`config.mk`:
```
export PLATFORM = sky130hd
export DESIGN_NAME = uart_tx
export DESIGN_NICKNAME = d
export VERILOG_FILES = /design/src/rtl/uart_tx.sv
export SDC_FILE = /design/constraint.sdc
export NUM_CORES = 1
export LEC_CHECK = 0
export CAP_MARGIN = 0
export CORE_MARGIN = 8
export CORE_UTILIZATION = 55
export DETAILED_ROUTE_END_ITERATION = 10
export PLACE_DENSITY_LB_ADDON = 0.1
export SYNTH_ARGS = -nofsm -noshare
export SYNTH_HDL_FRONTEND = slang
export SYNTH_SLANG_ARGS = --single-unit
```
`constraint.sdc`:
```
create_clock -name clk -period 2.2 [get_ports clk]
set_input_delay 0.55 -clock clk [delete_from_list [all_inputs] [get_ports clk]]
set_output_delay 0.55 -clock clk [all_outputs]
set_load 0.05 [all_outputs]
```
`src/rtl/uart_tx.sv`:
```
// uart_tx: 8N1 serial transmitter fed from a show-ahead FIFO.
// Pops one byte per frame, honours cts_n at launch and relaunches back-to-back with no idle gap.
module uart_tx #(
    parameter int CLK_FREQ_HZ = 125000000,
    parameter int BAUD_RATE   = 115200
) (
    input  logic       clk,
    input  logic       rst_n,
    input  logic       fifo_empty,
    input  logic [7:0] fifo_rd_data,
    output logic       fifo_rd_en,
    input  logic       cts_n,
    output logic       tx,
    output logic       tx_busy,
    output logic       tx_done
);

    localparam int BAUD_DIV = CLK_FREQ_HZ / BAUD_RATE;
    localparam int CW       = (BAUD_DIV < 2) ? 1 : $clog2(BAUD_DIV);
    localparam logic [CW-1:0] BAUD_LAST = CW'(BAUD_DIV - 1);

    generate
        if (BAUD_DIV < 2) begin : g_baud_check
            $error("uart_tx: BAUD_DIV must be at least 2");
        end
    endgenerate

    typedef enum logic [1:0] {
        IDLE,
        START,
        DATA,
        STOP
    } state_t;

    state_t          r_state;
    logic [CW-1:0]   r_baud;
    logic [2:0]      r_bit_idx;
    logic [7:0]      r_shift;
    logic            r_tx;
    logic            r_busy;
    logic            r_done;

    logic            w_baud_end;
    logic            w_launch;

    assign w_baud_end = (r_baud == BAUD_LAST);

    // A new frame may start from IDLE, or on the last clock of a stop bit.
    assign w_launch = !fifo_empty && !cts_n &&
                      ((r_state == IDLE) ||
                       ((r_state == STOP) && w_baud_end));

    // The pop strobe is the launch itself; held off while in reset.
    assign fifo_rd_en = w_launch && rst_n;

    assign tx      = r_tx;
    assign tx_busy = r_busy;
    assign tx_done = r_done;

    // Frame sequencer: launches, times each bit and shifts data out LSB first.
    always_ff @(posedge clk or negedge rst_n) begin
        if (!rst_n) begin
            r_state   <= IDLE;
            r_baud    <= '0;
            r_bit_idx <= 3'd0;
            r_shift   <= 8'h00;
            r_tx      <= 1'b1;
            r_busy    <= 1'b0;
            r_done    <= 1'b0;
        end else begin
            r_done <= 1'b0;
            if (w_launch) begin
                r_state   <= START;
                r_baud    <= '0;
                r_bit_idx <= 3'd0;
                r_shift   <= fifo_rd_data;
                r_tx      <= 1'b0;
                r_busy    <= 1'b1;
                r_done    <= (r_state == STOP);
            end else begin
                unique case (r_state)
                    IDLE: begin
                        r_tx   <= 1'b1;
                        r_busy <= 1'b0;
                    end
                    START: begin
                        if (w_baud_end) begin
                            r_baud    <= '0;
                            r_bit_idx <= 3'd0;
                            r_tx      <= r_shift[0];
                            r_state   <= DATA;
                        end else begin
                            r_baud <= r_baud + 1'b1;
                        end
                    end
                    DATA: begin
                        if (w_baud_end) begin
                            r_baud <= '0;
                            if (r_bit_idx == 3'd7) begin
                                r_tx    <= 1'b1;
                                r_state <= STOP;
                            end else begin
                                r_bit_idx <= r_bit_idx + 3'd1;
                                r_tx      <= r_shift[1];
                                r_shift   <= {1'b0, r_shift[7:1]};
                            end
                        end else begin
                            r_baud <= r_baud + 1'b1;
                        end
                    end
                    STOP: begin
                        if (w_baud_end) begin
                            r_baud  <= '0;
                            r_done  <= 1'b1;
                            r_busy  <= 1'b0;
                            r_tx    <= 1'b1;
                            r_state <= IDLE;
                        end else begin
                            r_baud <= r_baud + 1'b1;
                        end
                    end
                    default: begin
                        r_state <= IDLE;
                    end
                endcase
            end
        end
    end

endmodule
```
==> flow_results.org <==
** Global route
- Largest net degree at the start of global routing :: 28
- For this run, the total global-route usage over all layers was measured as 15.4%.
- The number of antenna violations at the first check in global routing came to 0.
- Wire length of the first global-routing pass :: between 5000 and 6000 um
- Vias in the first global route :: roughly 1300
- Summed over all layers, the global routing overflow is 0.

** Clock network
- Total of hold buffers inserted after clock tree synthesis :: 0
- Clk sinks :: 27
- In this run the number of H-tree levels came out at 1.
- Worst-path clk slew :: approximately 0.16 ns
- TritonCTS clock tree :: yes
- In this run, CTS created clock tree buffers numbering 3.
- At the later pin of the worst-skew pair, clock insertion delay measures 0.34 ns.
- Number of buffers between clock root and the deepest sink :: 2
- Clock tree synthesis selected as its root buffer the cell sky130_fd_sc_hd__clkbuf_4.

** Pwr
- Share of power burned in the clock network :: between 30 and 40%
- Power density over cell area :: 390 mW/mm^2
- Combinational share of power :: roughly 5%
- Across the VDD grid, the largest voltage drop is approximately 0.00056 V.
- Cell internal power was estimated by the tool at 588 uW.
- Per report_power, the sequential group accounts for between 60% and 70% of the total.
- In this run switching power makes up between 20% and 30% of total power.
- Static leakage power :: 0.913 nW
- Net load switching power :: 178 uW

** Worst hold path
- The path class of the tightest hold or removal check is reg2reg.
- Hold Path Origin :: r_shift[7]$_DFFE_PN0P_
- Hold Path Stages :: 2
- The worst hold path terminates at r_shift[7]$_DFFE_PN0P_.

** Place
- Cell Count Post-Placement :: ~200
- After legalization and detailed placement, the total HPWL measured between 2000 and 2500 um.
- GP Congestion :: around 0.80
- Port buffering added 15 buffers.
- Dpl ws :: -0.177 ns

** Timing
- Across all setup checks in the final design, the least slack found is -0.149 ns.
- FMAX :: 426 MHz
- The worst path in the final design needs a cycle of 2.35 ns, including I/O delays and setup.
- Fin. max-slew vios :: 0
- Final setup violation count :: 1
- Worst-Margin Slew :: 0.493 ns
- The count of final hold-check violations is 0.
- The clock arrives with around 0.01 ns of skew.
- Setup repair after global routing could not meet its margin everywhere.
- The final critical path takes up 107% of the cycle.
- Slew margin rel. :: 67.0%

** Die
- For this configuration, the core starts out at a cell density of between 50% and 60%.
- Area of the core :: about 0.0027 mm^2
- In this run the count of I/O pins placed on the die edge is 16.
- The die covers ~0.0047 mm^2.
- Die width :: slightly below 70 um
- Number of rows created at floorplan :: 19
- Die height :: between 60 and 70 um

** Route
- After detailed routing, the number of remaining DRC violations is 0.
- Via total after detailed routing :: 1255
- Vias per inst :: roughly 5.9
- First-pass DRT Iterations :: 4
- Number of DRC markers after the initial detailed-route iteration :: 90
- Final routed wirelength across all metal layers :: 3440 um
- After detailed routing, the average wire length per cell comes to approximately 16 um.
- The detail route stage leaves a number of antenna-violating nets equal to 0.

** Logic synthesis
- Top FF cell, synth :: sky130_fd_sc_hd__dfrtp_1
- For this run, asynchronously set or reset flops after synthesis account for 100%.
- Count of cell types in the netlist :: 42
- After synthesis, the cell types taking the most area are sky130_fd_sc_hd__dfrtp_1 42%, sky130_fd_sc_hd__mux2_2 10%, sky130_fd_sc_hd__ha_1 6.5%.
- Cell Area, Synth :: approximately 0.0015 mm^2
- Library cell occupying the most area in the post-synthesis netlist :: sky130_fd_sc_hd__dfrtp_1
- The average instance in the mapped netlist occupies ~11 um^2.
- Counting flops with a built-in enable in the synthesized netlist gives 0.
- By count the netlist is led by 26 x sky130_fd_sc_hd__dfrtp_1, 14 x sky130_fd_sc_hd__mux2_2, 13 x sky130_fd_sc_hd__nor2_1.
- Counting every instance in the synthesized netlist gives roughly 140.
- After synthesis, flip-flops and latches occupy around 44% of the total area.
- The most common cell in the synthesized netlist is sky130_fd_sc_hd__dfrtp_1.
- The number of nets handed over by synthesis was between 150 and 200.
- Yosys warning count :: 0
- The top cell type by area accounts for a little over two fifths of the synthesized area.
- Synthesis inferred 27 register bits.

** Cells and area
- # fillers :: 191
- Post-route core utilization :: between 70% and 80%
- Cells with a size suffix above 1 make up roughly a third of the layout.
- Relative to the synthesized area, the layout overhead comes to 27.5%.
- The count of cells in the finished layout, fillers not included, comes to 211.
- The repair_antennas step left the layout with diodes totalling 0.
- In the final design database the tool counted ~200 nets.

** Outcome
- The run finished, with violations left.
- Violated checks :: setup timing

** Setup path
- STA puts the critical path data required time at 1.65 ns.
- Critical Path AT :: ~1.8 ns
- In this run the critical register-to-register path is launched from r_baud[1]$_DFFE_PN0P_.
- STA classifies the critical path startpoint as a flip-flop.
- For the worst flop-to-flop path, the logic depth is 8.
- Type of destination of the critical path :: output port
- The worst setup path is of the reg2out kind.
- Largest fanout of any net on the critical path :: 2
- R2R Path End :: tx_busy$_DFFE_PN0P_
- Worst reg-to-reg setup slack :: 0.04 ns

** Run
- The tool flagged a number of max-cap violations equal to 0.
[sequential cells by signal, summed over array words and instances (netlist names)]
register / flops
r_baud: 11
r_shift: 8
r_bit_idx: 3
r_state: 2
tx: 1
tx_busy: 1
tx_done: 1
[power by group through the flow]
| stage | Sequential [mW] | Clock, mW | Combinational, mW |
|---|---|---|---|
| after detailed placement | 0.506 | 0 | 0.0358 |
| after global placement | 0.506 | 0 | 0.0353 |
| after global routing | 0.497 | 0.252 | 0.0439 |
| after floorplan | 0.506 | 0 | 0.00269 |
| after CTS | 0.497 | 0.238 | 0.0391 |
| final | 0.497 | 0.231 | 0.0389 |
[area by class of cell]
type / instances / area, um^2 / share of cell area, %
Clock buffer: 3 / 22.5 / 1.15
Clock inverter: 1 / 7.51 / 0.382
Inverter: 5 / 18.8 / 0.955
Multi-Input combinational cell: 108 / 872 / 44.4
Sequential cell: 27 / 677 / 34.5
Tap cell: 31 / 38.8 / 1.97
Timing Repair Buffer: 36 / 328 / 16.7
[cell families (layout without fill, tap and decap cells)]
family | Yosys count | after routing | synth area share (%)
multiplexers | 16 | 16 | 11.9
AO/OA/AOI/OAI | 27 | 27 | 12.8
AND/OR/NAND/NOR | 51 | 51 | 18.8
XOR/XNOR | 6 | 6 | 3.41
buffers and inverters | 9 | 45 | 2.76
adder cells (fa/ha/maj) | 8 | 8 | 6.50
flip-flops | 27 | 27 | 43.9
[placed cells by master, fill, tap and decap left out, types with 2 or more instances in the layout]
master                            synthesis  layout
sky130_fd_sc_hd__nand4_1                  5       5
sky130_fd_sc_hd__buf_4                    0      21
sky130_fd_sc_hd__o2111ai_1                2       2
sky130_fd_sc_hd__clkdlybuf4s50_1          0      13
sky130_fd_sc_hd__or2_2                    2       2
sky130_fd_sc_hd__o21ai_0                  5       4
sky130_fd_sc_hd__buf_12                   0       2
sky130_fd_sc_hd__clkbuf_4                 0       3
sky130_fd_sc_hd__ha_1                     8       7
sky130_fd_sc_hd__dfrtp_1                 26      26
sky130_fd_sc_hd__nand2_1                 11      11
sky130_fd_sc_hd__a32oi_1                  2       2
sky130_fd_sc_hd__inv_2                    0       2
sky130_fd_sc_hd__o21ai_1                  3       2
sky130_fd_sc_hd__and3_1                   3       2
sky130_fd_sc_hd__a21oi_1                  5       5
sky130_fd_sc_hd__xor2_1                   6       6
sky130_fd_sc_hd__mux2_2                  14      14
sky130_fd_sc_hd__inv_1                    5       3
sky130_fd_sc_hd__nor2_1                  13      12
sky130_fd_sc_hd__nand3_1                  4       3
sky130_fd_sc_hd__or3_1                    3       3
[worst max path at each step]
stage          cells after the start             startpoint          to  slack [ns]
2_1_floorplan                      6  r_baud[0]$_DFFE_PN0P_  fifo_rd_en        0.03
3_3_place_gp                       6                  cts_n  fifo_rd_en       -0.12
3_5_place_dp                       6                  cts_n  fifo_rd_en       -0.18
4_1_cts                            7  r_baud[1]$_DFFE_PN0P_  fifo_rd_en       -0.08
5_1_grt                            7  r_baud[1]$_DFFE_PN0P_  fifo_rd_en       -0.19
6_report                           7  r_baud[1]$_DFFE_PN0P_  fifo_rd_en       -0.15
[critical path: stages (launching register included)]
cell and delay [ns]:
sky130_fd_sc_hd__dfrtp_1 0.42, sky130_fd_sc_hd__inv_2 0.08, sky130_fd_sc_hd__ha_4 0.12, sky130_fd_sc_hd__and4bb_4 0.26, sky130_fd_sc_hd__nand3_4 0.09, sky130_fd_sc_hd__o21ai_4 0.18
sky130_fd_sc_hd__and2_4 0.18, sky130_fd_sc_hd__buf_12 0.13
[routing by layer]
metal,part of all wire [%],up-vias,GRT usage (%)
met1,45,626,18.8
met5,0,-,0
met2,51,27,26.1
met3,4.0,2,4.36
li1,-,600,-
met4,0.52,0,3.51
[through the flow]
stage	hold WS [ns]	power, mW	setup TNS (ns)	area [um^2]
finish	0.547	0.766	-0.149	1960
CTS	0.556	0.774	-0.0786	1910
detailed placement	0.526	0.542	-0.465	1800
floorplan	0.254	0.509	0	1540
global placement	0.502	0.541	-0.170	1800
global route	0.583	0.792	-0.201	1960
[what timing repair did]
action | in CTS | in global routing
pin swaps | 4 | 1
endpoints found under the hold margin | 0 | 0
setup endpoints to repair | 1 | 1
setup buffers | 7 | 4
gates resized for setup | 9 | 4
cloned | 0 | 0
Note: power is estimated with default switching activity, not from simulation.
